File: src/rtl/mac_pkg.sv
// Shared types and constants for the radix-4 multiply-accumulate unit.
package mac_pkg;

  typedef enum logic [1:0] {
    IDLE,
    RUN,
    DONE
  } state_e;

  localparam logic [1:0] DIG_ZERO  = 2'd0;
  localparam logic [1:0] DIG_ONE   = 2'd1;
  localparam logic [1:0] DIG_TWO   = 2'd2;
  localparam logic [1:0] DIG_THREE = 2'd3;

  // Digit counter must reach WIDTH/2 (the finalise step), hence the +1.
  function automatic int unsigned cnt_w(input int unsigned width);
    return $clog2(width / 2 + 1);
  endfunction

endpackage

File: src/rtl/radix4_pp_sel.sv
// Radix-4 partial-product select: picks 0, w, 2w or 3w for one 2-bit multiplier digit.
module radix4_pp_sel
  import mac_pkg::*;
#(
  parameter int unsigned WIDTH = 8
) (
  input  logic [WIDTH-1:0] w_i,
  input  logic [WIDTH+1:0] w3_i,
  input  logic [1:0]       digit_i,
  output logic [WIDTH+1:0] pp_o
);

  always_comb begin
    pp_o = '0;
    case (digit_i)
      DIG_ZERO:  pp_o = '0;
      DIG_ONE:   pp_o = (WIDTH + 2)'(w_i);
      DIG_TWO:   pp_o = (WIDTH + 2)'({w_i, 1'b0});
      DIG_THREE: pp_o = w3_i;
      default:   pp_o = '0;
    endcase
  end

endmodule

File: src/rtl/radix4_mac.sv
// Iterative unsigned MAC: retires two multiplier bits per cycle into a partial sum,
// then overwrites or accumulates the product into a wide sticky-overflow accumulator.
module radix4_mac
  import mac_pkg::*;
#(
  parameter int unsigned WIDTH = 8,
  parameter int unsigned ACC_W = 20
) (
  input  logic             clk,
  input  logic             rst_n,
  input  logic             in_valid,
  output logic             in_ready,
  input  logic [WIDTH-1:0] x,
  input  logic [WIDTH-1:0] w,
  input  logic             acc_en,
  input  logic             clear,
  output logic             out_valid,
  input  logic             out_ready,
  output logic [ACC_W-1:0] y,
  output logic             ovf
);

  localparam int unsigned PW = 2 * WIDTH;
  localparam int unsigned CW = cnt_w(WIDTH);
  localparam logic [CW-1:0] LAST = CW'(WIDTH / 2);

  state_e           state_q;
  logic [WIDTH-1:0] x_q;
  logic [WIDTH-1:0] w_q;
  logic [WIDTH+1:0] w3_q;
  logic             acc_en_q;
  logic [PW-1:0]    partial_q;
  logic [CW-1:0]    cnt_q;
  logic [ACC_W-1:0] acc_q;
  logic             ovf_q;

  logic [WIDTH+1:0] pp;
  logic [PW-1:0]    partial_d;
  logic [ACC_W:0]   sum_d;

  // x_q is shifted right each digit, so the current digit is always its low pair.
  radix4_pp_sel #(.WIDTH(WIDTH)) u_pp_sel (
    .w_i    (w_q),
    .w3_i   (w3_q),
    .digit_i(x_q[1:0]),
    .pp_o   (pp)
  );

  always_comb begin
    partial_d = partial_q + (PW'(pp) << {cnt_q, 1'b0});
    sum_d     = {1'b0, acc_q} + (ACC_W + 1)'(partial_q);
  end

  always_ff @(posedge clk or negedge rst_n) begin
    if (!rst_n) begin
      state_q   <= IDLE;
      x_q       <= '0;
      w_q       <= '0;
      w3_q      <= '0;
      acc_en_q  <= 1'b0;
      partial_q <= '0;
      cnt_q     <= '0;
      acc_q     <= '0;
      ovf_q     <= 1'b0;
    end else begin
      case (state_q)
        IDLE: begin
          // A clear alongside an accept zeroes acc first; the add then lands on 0.
          if (clear) begin
            acc_q <= '0;
            ovf_q <= 1'b0;
          end
          if (in_valid) begin
            x_q       <= x;
            w_q       <= w;
            w3_q      <= (WIDTH + 2)'(w) + (WIDTH + 2)'({w, 1'b0});
            acc_en_q  <= acc_en;
            partial_q <= '0;
            cnt_q     <= '0;
            state_q   <= RUN;
          end
        end
        RUN: begin
          if (cnt_q == LAST) begin
            if (acc_en_q) begin
              acc_q <= sum_d[ACC_W-1:0];
              ovf_q <= ovf_q | sum_d[ACC_W];
            end else begin
              acc_q <= ACC_W'(partial_q);
            end
            state_q <= DONE;
          end else begin
            partial_q <= partial_d;
            x_q       <= x_q >> 2;
            cnt_q     <= cnt_q + CW'(1);
          end
        end
        DONE: begin
          if (out_ready) state_q <= IDLE;
        end
        default: state_q <= IDLE;
      endcase
    end
  end

  assign in_ready  = (state_q == IDLE);
  assign out_valid = (state_q == DONE);
  assign y         = acc_q;
  assign ovf       = ovf_q;

endmodule

File: config.mk
export PLATFORM = sky130hd
export DESIGN_NAME = radix4_mac
export DESIGN_NICKNAME = d
export VERILOG_FILES = /design/src/rtl/mac_pkg.sv /design/src/rtl/radix4_pp_sel.sv /design/src/rtl/radix4_mac.sv
export SDC_FILE = /design/constraint.sdc
export NUM_CORES = 1
export LEC_CHECK = 0
export BUFFER_PORTS_ARGS = -buffer_cell sky130_fd_sc_hd__buf_4
export CELL_PAD_IN_SITES_DETAIL_PLACEMENT = 1
export CELL_PAD_IN_SITES_GLOBAL_PLACEMENT = 1
export CORE_MARGIN = 1.5
export CORE_UTILIZATION = 23
export CTS_BUF_LIST = sky130_fd_sc_hd__clkbuf_8
export DETAILED_ROUTE_END_ITERATION = 12
export GPL_TIMING_DRIVEN = 0
export PLACE_DENSITY = 0.46
export SLEW_MARGIN = 25
export SYNTH_ARGS = -nofsm -noshare
export SYNTH_HDL_FRONTEND = slang
export SYNTH_SLANG_ARGS = --single-unit
File: constraint.sdc
create_clock -name clk -period 3.6 [get_ports clk]
set_input_delay 0.18 -clock clk [delete_from_list [all_inputs] [get_ports clk]]
set_output_delay 0.18 -clock clk [all_outputs]
set_load 0.1 [all_outputs]
* Word-level counts from Yosys, hierarchy flattened
Index checks and enable logic that the tools add are counted.
W data, S select, Z words.
** Storage, ports and cells
- Flip-flop bits (word level) :: 69
- Input bits :: 22
- Output and inout bits :: 23
- Word-level logic and storage cells :: 57
** Cells by class
- $add $sub $neg :: 4
- Eq/ne operators :: 12
- Shifts and indexed selects :: 1
- Multiplexer cells :: 22
- Bitwise logic cells :: 1
- Reduce and logical (&&, ||, !) cells :: 8
** Operators by type and width (count)
- $mux W20 :: 3
- $pmux W10 S4 :: 1
- $pmux W20 S2 :: 1
- $mux W16 :: 2
- $pmux W16 S2 :: 1
- $add A20 B16 Y21 :: 1
- $add A16 B16 Y16 :: 1
- $mux W8 :: 2
- $pmux W8 S2 :: 1
- $shl A10 B4 Y16 :: 1
- $add A8 B9 Y10 :: 1
- $reduce_and A3 Y1 :: 3
- $ne A2 B2 Y1 const B :: 4
- $eq A2 B2 Y1 const B :: 3
- $mux W2 :: 3
- $mux W3 :: 2
- $pmux W2 S3 :: 1
- $pmux W3 S2 :: 1
- $eq A2 B1 Y1 const B :: 2
- $logic_not A2 Y1 :: 2
- $ne A2 B1 Y1 const B :: 2
- $reduce_and A4 Y1 :: 1
- $add A3 B1 Y3 const B :: 1
- $eq A3 B3 Y1 const B :: 1
- 5 further kinds :: 7

* Depth between registers and ports, before layout
Gate-level depths: netlist (run 1).
- Depth in word-level cells :: 6
- Depth in mapped cells :: 17
- Mapped depth without buffers :: 16

* Hierarchy
From an unflattened synthesis (run 1), not the netlist that was laid out.
** Second synthesis, totals
- Cells, all modules :: 619
- Area, all modules :: 5265.0 um^2
** Modules (own cells, without submodules)
- radix4_mac :: times used 1, cells each 596, area each 5056.1 um^2, sequential area each 1701.6 um^2
- radix4_pp_sel :: times used 1, cells each 23, area each 209.0 um^2, sequential area each 0.0 um^2

* Worst setup path before layout (run 1)
Ideal clock, no wire load.
- Kind :: reg-to-reg
- From :: register x_q[0]
- To :: register partial_q[15]
- Library setup time :: 120 ps
- Data arrival time :: 3098 ps
- Required time :: 3480 ps
- Path slack :: 382 ps
- Cell stages (with the launch flop) :: 17
- Buffers on the path :: 1
- Period minus slack after synthesis :: 3218 ps
- Cell sequence :: dfrtp_1 -> buf_6 -> mux2_2 -> a22o_1 -> o21ai_0 -> mux2i_1 -> nand2_1 -> o21ai_0 -> ha_1 -> a21o_1 -> nand2_1 -> nand2b_1 -> a221o_1 -> a31oi_1 -> xnor2_2 -> o31ai_1 -> a31o_1
** Between the ends
- Cells in the longest elaborated chain, start to end :: 6
- Elaborated cells on any way between the ends :: 9
- Those cells by class :: 1 x add/sub; 3 x eq/ne; 1 x shift; 3 x mux; 1 x reduce/logical
** Ends and longest elaborated chain
- from (decl) :: line radix4_mac.sv:28 : logic [WIDTH-1:0] x_q;
- from (signal assigned) :: line radix4_mac.sv:94 : x_q <= x_q >> 2;
- $eq A2 B2 Y1, or another cell as far along :: line radix4_pp_sel.sv:15 : case (digit_i)
- $pmux W10 S4 (*) :: line radix4_pp_sel.sv:15
- $shl A10 B4 Y16 (*) :: line radix4_mac.sv:50 : partial_d = partial_q + (PW'(pp) << {cnt_q, 1'b0});
- $add A16 B16 Y16 (*) :: line radix4_mac.sv:50
- $mux W16 (*) :: line radix4_mac.sv:84 : if (cnt_q == LAST) begin
- $pmux W16 S2 (*) :: line radix4_mac.sv:66 : case (state_q)
- to (signal assigned) :: line radix4_mac.sv:93 : partial_q <= partial_d;
- to (decl) :: line radix4_mac.sv:32 : logic [PW-1:0] partial_q;
Mark *: on every way between the ends. The rest lies on a longest branch, timed or not. The select of a mux whose other input is x is not followed.
A chain may end at the register's enable or synchronous reset.

* Worst setup path in the final report (run 1)
Same ends and word-level chain as after synthesis.

==> results by group, run 1 <==
GRT
  • Initial antenna violation count: 0
  • Global route overflow: 0
  • Largest net degree at the start of global routing: 69
  • Vias in the first global route: a little under 5,000
  • Total track usage: approximately 15%
  • First-pass GRT wire length: 25,300 µm

Die
  • Core area: 21,100 µm²
  • Die H: about 150 µm
  • Row count: 53
  • # IOs: 45
  • Die span in x: ~150 µm
  • Initial Util: 23.5%
  • Die area: approximately 22,000 µm²

Drt
  • Wirelength per Cell: around 17 µm
  • Iteration-0 DRC Markers: between 90 and 100
  • Antenna viol nets, final: 0
  • Routed WL: roughly 15,000 µm
  • TritonRoute pass-1 iters: 4
  • Vias/cell: ~4.8
  • Drt drc: 0
  • Via count: about 4,400

Power
  • Leak pwr: between 2 and 3 nW
  • Pwr Density: around 990 nW/µm²
  • Total Power: 5.86 mW
  • VDD IR max: approximately 0.2 mV

Timing
  • Pins Over Slew Limit: 0
  • Final period util: 95.0%
  • Slew @ Worst Pin: 680 ps
  • Fin. Hold Viols: 0
  • Final setup vio count: 0
  • Minimum clock period: between 3000 and 4000 ps
  • Layout Skew: 21.5 ps
  • Worst rel slew slack: a little over half
  • Fmax: 292 MHz

Synthesis
  • Post-synthesis simple-gate area fraction: 14.9%
  • Flops & latches, synth: slightly below 70
  • Largest family of logic cells by synthesized area: compound AO/OA/AOI/OAI gates
  • Post-synthesis async set-or-reset flop share: 100%
  • Main flop type after synthesis: dfrtp_1
  • Syn nets: between 600 and 700
  • Xor and xnor area share after synthesis: 5.81%
  • Unique masters post-synth: between 50 and 60
  • Mapped cell area: 4950 µm²
  • Register area share after synthesis: 34.3%
  • EDFF count, synth: 0
  • Cell count after synthesis: 575
  • Yosys warnings: 0
  • Syn avg cell area: 8.62 µm²
  • Synth Area in Adders: a little under an eighth
  • Post-synthesis mux area share: 5.68%
  • Compound-cell area share of the yosys netlist: 23.4%

Clock network
  • CTS tree: built
  • Clock slew at reported path FFs: approximately 90 ps
  • Clk Latency, worst-skew pair: 370 ps
  • CTS H-Tree Depth: 3
  • Clock Tree Root: clkbuf_8
  • Number of CTS-inserted buffers: 9
  • CTS Sinks: 68
  • Largest buffer count on any clock path: 2

Critical path
  • WP data arrival: between 3000 and 4000 ps
  • CP Capture Type: flop
  • CP max-delay cell: dfrtp_2
  • Most frequent CP cell: nand2_1
  • Worst path max stage delay: 420 ps
  • Setup CP Type: reg -> reg
  • CP Cell Sequence: buf_8, mux2_2, a22o_1, o21ai_2, mux2i_1, nand2_1, o21ai_0, ha_1, a21o_1, nand2_1, nand2b_1, a221o_1, a31oi_2, xnor2_2, o31ai_2, a31o_1
  • WP data required: 3870 ps
  • CP Buf/Inv Count: 1
  • Startpoint Class: flop
  • Top delay family on crit path: compound AO/OA/AOI/OAI gates
  • Critical Path Fanout Max: 10

Cells and area
  • Core Util, Final: 28.2%
  • Commonest cells after routing, fill and taps aside: nand2_1, dfrtp_1, o21ai_0
  • Synth-to-layout area growth: 20.0%
  • Commonest non-fill, non-tap cell in the layout: nand2_1
  • Fin nets: 703
  • Fraction of layout cells with a size suffix above 1: 14.4%
  • ANT cells: 0

Status
  • Status: completed

Hold path
  • Worst hold path type: in -> reg

Run
  • Number of max-cap violations: 0

Placed design
  • Routability congestion estimate: 0.774
  • I/O Buffers: 44
  • DP Wirelength: about 12,000 µm
[per-layer routing]
metal,global-route usage (%),part of all wire (%),vias to the layer above
met4,4.85,1.6,0
met5,0,0,-
met3,2.29,2.6,16
met2,26.0,49,52
met1,17.9,46,2149
li1,-,-,2178
[power by group]
part | internal, mW | switching, mW | leakage [nW]
Sequential | 1.08 | 0.311 | 0.883
Clock | 0.353 | 0.327 | 0.105
Combinational | 1.34 | 2.45 | 1.76
[metrics by stage]
step           cells  setup WS [ps]  setup TNS [ps]  area [µm²]  hold WS, ps
2_1_floorplan    575            382               0        4950         -116
3_3_place_gp     894           -166            -526        5630          374
3_5_place_dp     894           -177            -601        5630          381
4_1_cts          912           38.7               0        5870         8.66
5_1_grt          915          -10.2           -16.6        5950         26.2
6_report         915            180               0        5950         29.4
[worst min-delay path: stages]
cell and delay (ps):
buf_4 90, nand2_1 40, nand2_1 40
[cell families (layout without fill, tap and decap cells)]
logic type	count (synthesis)	in the layout
AO/OA/AOI/OAI	187	187
AND/OR/NAND/NOR	167	167
flip-flops	68	68
buffers and inverters	49	114
adder cells (fa/ha/maj)	45	45
XOR/XNOR	32	32
multiplexers	27	27
[synth_stat cells, types with 4 or more instances]
| master | number | area (µm²) |
|---|---|---|
| nand2_1 | 91 | 342 |
| nor3_1 | 7 | 35.0 |
| a31oi_1 | 7 | 43.8 |
| a22oi_1 | 7 | 52.6 |
| a21oi_1 | 38 | 190 |
| ha_1 | 42 | 526 |
| a211oi_1 | 4 | 30.0 |
| mux2i_1 | 18 | 180 |
| a32oi_1 | 6 | 52.6 |
| o31ai_1 | 4 | 30.0 |
| o21bai_1 | 14 | 105 |
| nor2b_1 | 8 | 50.1 |
| o21ai_1 | 4 | 20.0 |
| dfrtp_1 | 68 | 1700 |
| and2_1 | 4 | 25.0 |
| xnor2_1 | 20 | 175 |
| nand2b_1 | 9 | 56.3 |
| inv_1 | 24 | 90.1 |
| o21ai_0 | 66 | 330 |
| nor3b_1 | 4 | 30.0 |
| clkbuf_1 | 20 | 75.1 |
| a21o_1 | 10 | 75.1 |
| nand3_1 | 7 | 35.0 |
| xor2_1 | 11 | 96.3 |
| mux2_2 | 8 | 90.1 |
| nor2_1 | 27 | 101 |
| a22o_1 | 7 | 61.3 |
[worst paths after layout]
check	from	endpoint	slack, ps	cells after the start
setup / recovery	x_q[0]	partial_q[15]	180	16
hold / removal	w[4]	w_q[4]	30	3
setup reg to reg	x_q[0]	partial_q[15]	180	16
hold reg to reg	w3_q[6]	w3_q[6]	480	2
max in group asynchronous	rst_n	x_q[0]	2700	2
min in group asynchronous	rst_n	y[1]	390	2
[registers in the layout, indices dropped and copies added, names as in the netlist]
signal / cells
x_q: 8
w_q: 8
ovf: 1
acc_en_q: 1
cnt_q: 3
state_q: 2
y: 20
partial_q: 16
w3_q: 9
[cell type report]
type	instances	area, µm²
Buffer	24	111
Clock buffer	11	151
Clock inverter	4	48.8
Fill cell	2501	15100
Inverter	25	93.8
Multi-Input combinational cell	458	3110
Sequential cell	68	1700
Tap cell	275	344
Timing Repair Buffer	50	387
[what timing repair did]
item / in CTS / in global routing
setup buffers: 0 / 3
hold buffers: 3 / 0
gates resized for setup: 6 / 14
endpoints found under the setup margin: 5 / 8
pin swaps: 0 / 5
endpoints found under the hold margin: 47 / 0
(Power assumes the default switching activity.)
==> run 2, diff against run 1 <==
Clock period 3.6 ns to 3.9 ns, I/O delays scaled along.
==> run 2 against run 1 <==
Net effect: final cell count fell by 0.44%; non-clock buffer count is 4 lower; critical path depth fell by 1; clock skew down 2.2 ps; count of clock-buffer cells in the layout unchanged; combinational power is 11% lower; die area did not move; via count fell by 0.30%; critical path type unchanged; highest routed layer unchanged.
==> results by group, run 2 (synthesis gave the netlist of run 1 again) <==
Cells and area
  • Max FFs per register: 20
  • Fin nets: 699
  • Fin cells: 911
  • Commonest cells after routing, fill and taps aside: nand2_1, dfrtp_1, o21ai_0
  • Fraction of layout cells with a size suffix above 1: 12.3%
  • Synth-to-layout area growth: 18.5%
  • Commonest non-fill, non-tap cell in the layout: nand2_1
  • Core Util, Final: approximately 28%
  • ANT cells: 0

Critical path
  • CP Cell Sequence: buf_6, mux2_2, a22oi_1, nor2_1, a31oi_2, nor3_1, ha_1, nor2b_1, o21ai_0, nand2b_1, a21oi_1, o21ai_1, a211oi_1, xor2_1, o21ai_0
  • WP data required: 4110 ps
  • CP max-delay cell: dfrtp_2
  • Worst path max stage delay: between 400 and 500 ps
  • Setup CP Type: reg -> reg
  • Top delay family on crit path: compound AO/OA/AOI/OAI gates
  • Startpoint Class: flop
  • CP Buf/Inv Count: 1
  • WP data arrival: between 3000 and 4000 ps
  • CP Capture Type: flop
  • Most frequent CP cell: o21ai_0
  • Critical Path Fanout Max: 10

Die
  • Die area: 22,400 µm²
  • Die span in x: 150 µm
  • Initial Util: 23.5%
  • Core area: about 21,000 µm²
  • Die H: 150 µm
  • Row count: 53
  • # IOs: 45

Drt
  • Antenna viol nets, final: 0
  • Iteration-0 DRC Markers: 99
  • TritonRoute pass-1 iters: 4
  • Drt drc: 0
  • Wirelength per Cell: 16.6 µm
  • Vias/cell: 4.81
  • Via count: 4,382
  • Routed WL: between 15,000 and 20,000 µm

Timing
  • Minimum clock period: 3510 ps
  • Worst rel slew slack: 37.2%
  • Final setup vio count: 0
  • Post-Route Setup TNS: 0 ps
  • Pins Over Slew Limit: 0
  • Slew @ Worst Pin: 942 ps
  • Fmax: 285 MHz
  • Fin. Hold Viols: 0
  • Layout Skew: 19.3 ps
  • Final hold slack: 35.0 ps
  • RSZ-0062 raised after global routing: false
  • Final period util: 90.1%

GRT
  • Total track usage: 14.6%
  • M3 GR Usage: 2.29%
  • Global routing usage on met2: 25.9%
  • Initial antenna violation count: 0
  • Vias in the first global route: 4,812
  • First-pass GRT wire length: 25,400 µm
  • Global route overflow: 0
  • Busiest grt layer: met2
  • M1 GR Usage: roughly 18%
  • Largest net degree at the start of global routing: 69

Power
  • Pwr Density: roughly 900 nW/µm²
  • Total Power: between 5 and 6 mW
  • VDD IR max: 0.170 mV
  • Leak pwr: approximately 2.7 nW

Clock network
  • Clock slew at reported path FFs: 80 ps
  • Clk Latency, worst-skew pair: 370 ps
  • Largest buffer count on any clock path: 2
  • Number of CTS-inserted buffers: 9
  • CTS H-Tree Depth: 3
  • CTS Sinks: 68
  • Clock Tree Root: clkbuf_8
  • CTS tree: built

Placed design
  • Number of cells after detailed placement: 894
  • I/O Buffers: 44
  • Routability congestion estimate: 0.774
  • DP Wirelength: 11,800 µm

Run
  • Number of max-cap violations: 0

Status
  • Status: completed

Hold path
  • Worst hold path type: in -> reg
[run 2: cell count changes in the layout (fill, tap and decap cells not counted), sizes merged]
cell         change
buf              -3
dlygate4sd3      -1
[run 2: worst reg2reg max path, cell delays in order (launching register included)]
cell and delay (ps):
dfrtp_2 430, buf_6 170, mux2_2 340, a22oi_1 200, nor2_1 80, a31oi_2 280
nor3_1 110, ha_1 320, nor2b_1 150, o21ai_0 170, nand2b_1 110, a21oi_1 270
o21ai_1 200, a211oi_1 280, xor2_1 160, o21ai_0 90
[run 2: report_power, final]
part	total [mW]	switching [mW]	internal, mW	leakage (nW)
Clock	0.623	0.297	0.326	0.105
Combinational	3.39	2.22	1.17	1.74
Sequential	1.28	0.287	0.993	0.883
[run 2: final cells by class]
type                            count  area, µm²
Fill cell                        2499      15200
Timing Repair Buffer               46        354
Inverter                           25       93.8
Clock buffer                       11        151
Multi-Input combinational cell    458       3070
Tap cell                          275        344
Buffer                             24        106
Sequential cell                    68       1700
Clock inverter                      4       48.8
[run 2: what timing repair did]
| item | CTS | global route |
|---|---|---|
| hold buffers | 2 | 0 |
| hold endpoints to repair | 18 | 0 |
| gates resized for setup | 0 | 7 |
| setup buffers | 0 | 0 |
| setup endpoints to repair | 0 | 5 |
[run 2: path summary, 6_finish.rpt]
kind / from / end / slack (ps) / depth (start not counted)
min in group asynchronous: rst_n / y[1] / 420 / 2
hold / removal: w[0] / w_q[0] / 30 / 3
setup / recovery: x_q[0] / partial_q[14] / 390 / 15
max in group asynchronous: rst_n / x_q[0] / 2980 / 2
hold reg to reg: w3_q[6] / w3_q[6] / 480 / 2
setup reg to reg: x_q[0] / partial_q[14] / 390 / 15
[run 2: per-layer routing]
layer  wire (µm)  part of all wire (%)
met5           0                     0
met4         247                   1.6
met3         378                   2.5
met2        7470                    49
met1        7040                    47
[run 2: per-stage QoR]
step / cell area [µm²] / setup slack (ps)
2_1_floorplan: 4950 / 682
3_3_place_gp: 5630 / 134
3_5_place_dp: 5630 / 123
4_1_cts: 5850 / 85.7
5_1_grt: 5870 / 72.6
6_report: 5870 / 387
==> run 3, diff against run 2 <==
Settings changed: PLACE_DENSITY 0.46 to default, PLACE_DENSITY_LB_ADDON from default to 0.2.
==> run 3 against run 2 <==
Net effect: design area about the same; sequential power about the same; final cell count up 0.22%; routed wire length shrank 2.9%; register-to-register slack worse by 170 ps; clock skew is 9.4 ps lower; worst hold slack lost 12 ps; critical endpoint is now partial_q[15]; largest cell class unchanged.
==> results by group, run 3 (synthesis gave the netlist of run 1 again) <==
Critical path
  • WP data required: 4160 ps
  • WP data arrival: 3950 ps
  • R2R depth: 14
  • CP Capture Type: flop
  • Critical Path Fanout Max: 10
  • Setup CP Type: reg -> reg
  • Startpoint Class: flop

Die
  • Core area: 21,100 µm²
  • Row count: 53
  • Die H: 150 µm
  • Die span in x: 150 µm
  • Initial Util: 23.5%
  • # IOs: 45
  • Die area: 22,400 µm²

Timing
  • Final period util: 94.4%
  • Fmax: 272 MHz
  • RSZ-0062 raised after global routing: false
  • Minimum clock period: about 3700 ps
  • Final hold slack: 23.1 ps
  • Post-Route Setup TNS: 0 ps
  • Worst rel slew slack: between 40% and 50%
  • Fin. Hold Viols: 0
  • Pins Over Slew Limit: 0
  • Slew @ Worst Pin: 818 ps
  • Layout Skew: slightly below 10 ps
  • Final setup vio count: 0
  • Worst Slack Setup Final: 218 ps

Drt
  • Drt drc: 0
  • Iteration-0 DRC Markers: 96
  • Antenna viol nets, final: 0
  • Wirelength per Cell: between 15 and 20 µm
  • TritonRoute pass-1 iters: 6
  • Vias/cell: about 4.8
  • Routed WL: between 10,000 and 15,000 µm
  • Via count: 4,367

Clock network
  • Clock Tree Root: clkbuf_8
  • CTS H-Tree Depth: 3
  • CTS Sinks: a little under 70
  • CTS tree: built
  • Number of CTS-inserted buffers: 9
  • Post-CTS setup buffers: 0
  • Clk Latency, worst-skew pair: 380 ps
  • Largest buffer count on any clock path: 2
  • Clock slew at reported path FFs: ~80 ps

Cells and area
  • Commonest cells after routing, fill and taps aside: nand2_1, dfrtp_1, o21ai_0
  • Fin nets: 700
  • Multi-input gate area: 3060 µm²
  • Register area: around 1700 µm²
  • Fraction of layout cells with a size suffix above 1: approximately an eighth
  • ANT cells: 0
  • Synth-to-layout area growth: 18.5%
  • Commonest non-fill, non-tap cell in the layout: nand2_1
  • Max FFs per register: 20
  • Fill cells: 2,535
  • Fin cells: 913

Power
  • VDD IR max: 0.186 mV
  • Sequential Power Share: between 20% and 30%
  • NetSw: 2.78 mW
  • Int Pwr: between 2 and 2.5 mW
  • Leak pwr: 2.73 nW
  • Total Power: 5.23 mW
  • Clock power frac: ~11%
  • Pwr Density: 891 nW/µm²
  • Comb pwr share: ~65%
  • Switching Share: 53.1%

Status
  • Status: completed

Run
  • Number of max-cap violations: 0

Placed design
  • Number of cells after detailed placement: 894
  • I/O Buffers: 44
  • Routability congestion estimate: 0.841
  • DP Wirelength: 11,400 µm
  • Dpl ws: 146 ps

GRT
  • Global route overflow: 0
  • Total track usage: 14.1%
  • Vias in the first global route: 4,790
  • Initial antenna violation count: 0
  • Largest net degree at the start of global routing: between 60 and 70
  • First-pass GRT wire length: 24,700 µm

Hold path
  • Hold Crit Depth: 3
  • Worst hold path type: in -> reg
-- run 3: through the flow --
step | util (%) | cell area, µm²
final | 27.9 | 5870
after global routing | 27.9 | 5870
after CTS | 27.7 | 5830
after detailed placement | 26.7 | 5630
after global placement | 26.7 | 5630
after floorplan | - | 4950
-- run 3: area by class of cell --
cell class | count | share of cell area, %
buffer | 24 | 1.81
clock buffer | 9 | 2.11
clock inverter | 7 | 1.02
inverter | 25 | 1.60
multi-input combinational | 458 | 52.2
sequential | 68 | 29.0
tap | 275 | 5.86
timing repair buffer | 47 | 6.43
-- run 3: what timing repair did --
action / in CTS / in global routing
setup endpoints to repair: 0 / 4
gates resized for setup: 0 / 4
hold buffers: 2 / 0
endpoints found under the hold margin: 16 / 0
-- run 3: path summary, 6_finish.rpt --
path	slack, ps	to	startpoint
max	220	partial_q[15]	x_q[0]
min	20	w_q[0]	w[0]
max reg2reg	220	partial_q[15]	x_q[0]
min reg2reg	480	w3_q[5]	w3_q[5]
max in group asynchronous	3050	x_q[0]	rst_n
min in group asynchronous	280	y[2]	rst_n
-- run 3: routing by layer --
layer  part of all wire [%]  vias up  wire length (µm)  track usage, %
met5                      0        -                 0               0
met4                    1.9        0               277            4.80
met3                    2.4       21               347            2.41
met2                     49       57              7210            24.6
met1                     47     2122              6840            17.5
li1                       -     2167                 -               -
-- run 3: power by group through the flow --
| stage | clock network (mW) | logic, mW | registers, mW |
|---|---|---|---|
| after floorplan | 0 | 2.15 | 1.61 |
| after global placement | 0 | 3.32 | 1.28 |
| after detailed placement | 0 | 3.39 | 1.29 |
| after CTS | 0.609 | 3.41 | 1.28 |
| after global routing | 0.634 | 3.77 | 1.32 |
| final | 0.580 | 3.37 | 1.28 |
-- run 3: critical path, cell delays in order (launching register included) --
cell and delay, ps:
dfrtp_2 430, buf_6 170, mux2_2 340, a22o_1 190, mux2i_1 230, nand2_1 90
a31o_2 270, ha_1 370, nand2_1 70, or3_1 360, o21ai_0 340, a31oi_1 190
xnor2_2 240, o31ai_1 80, a31o_1 180
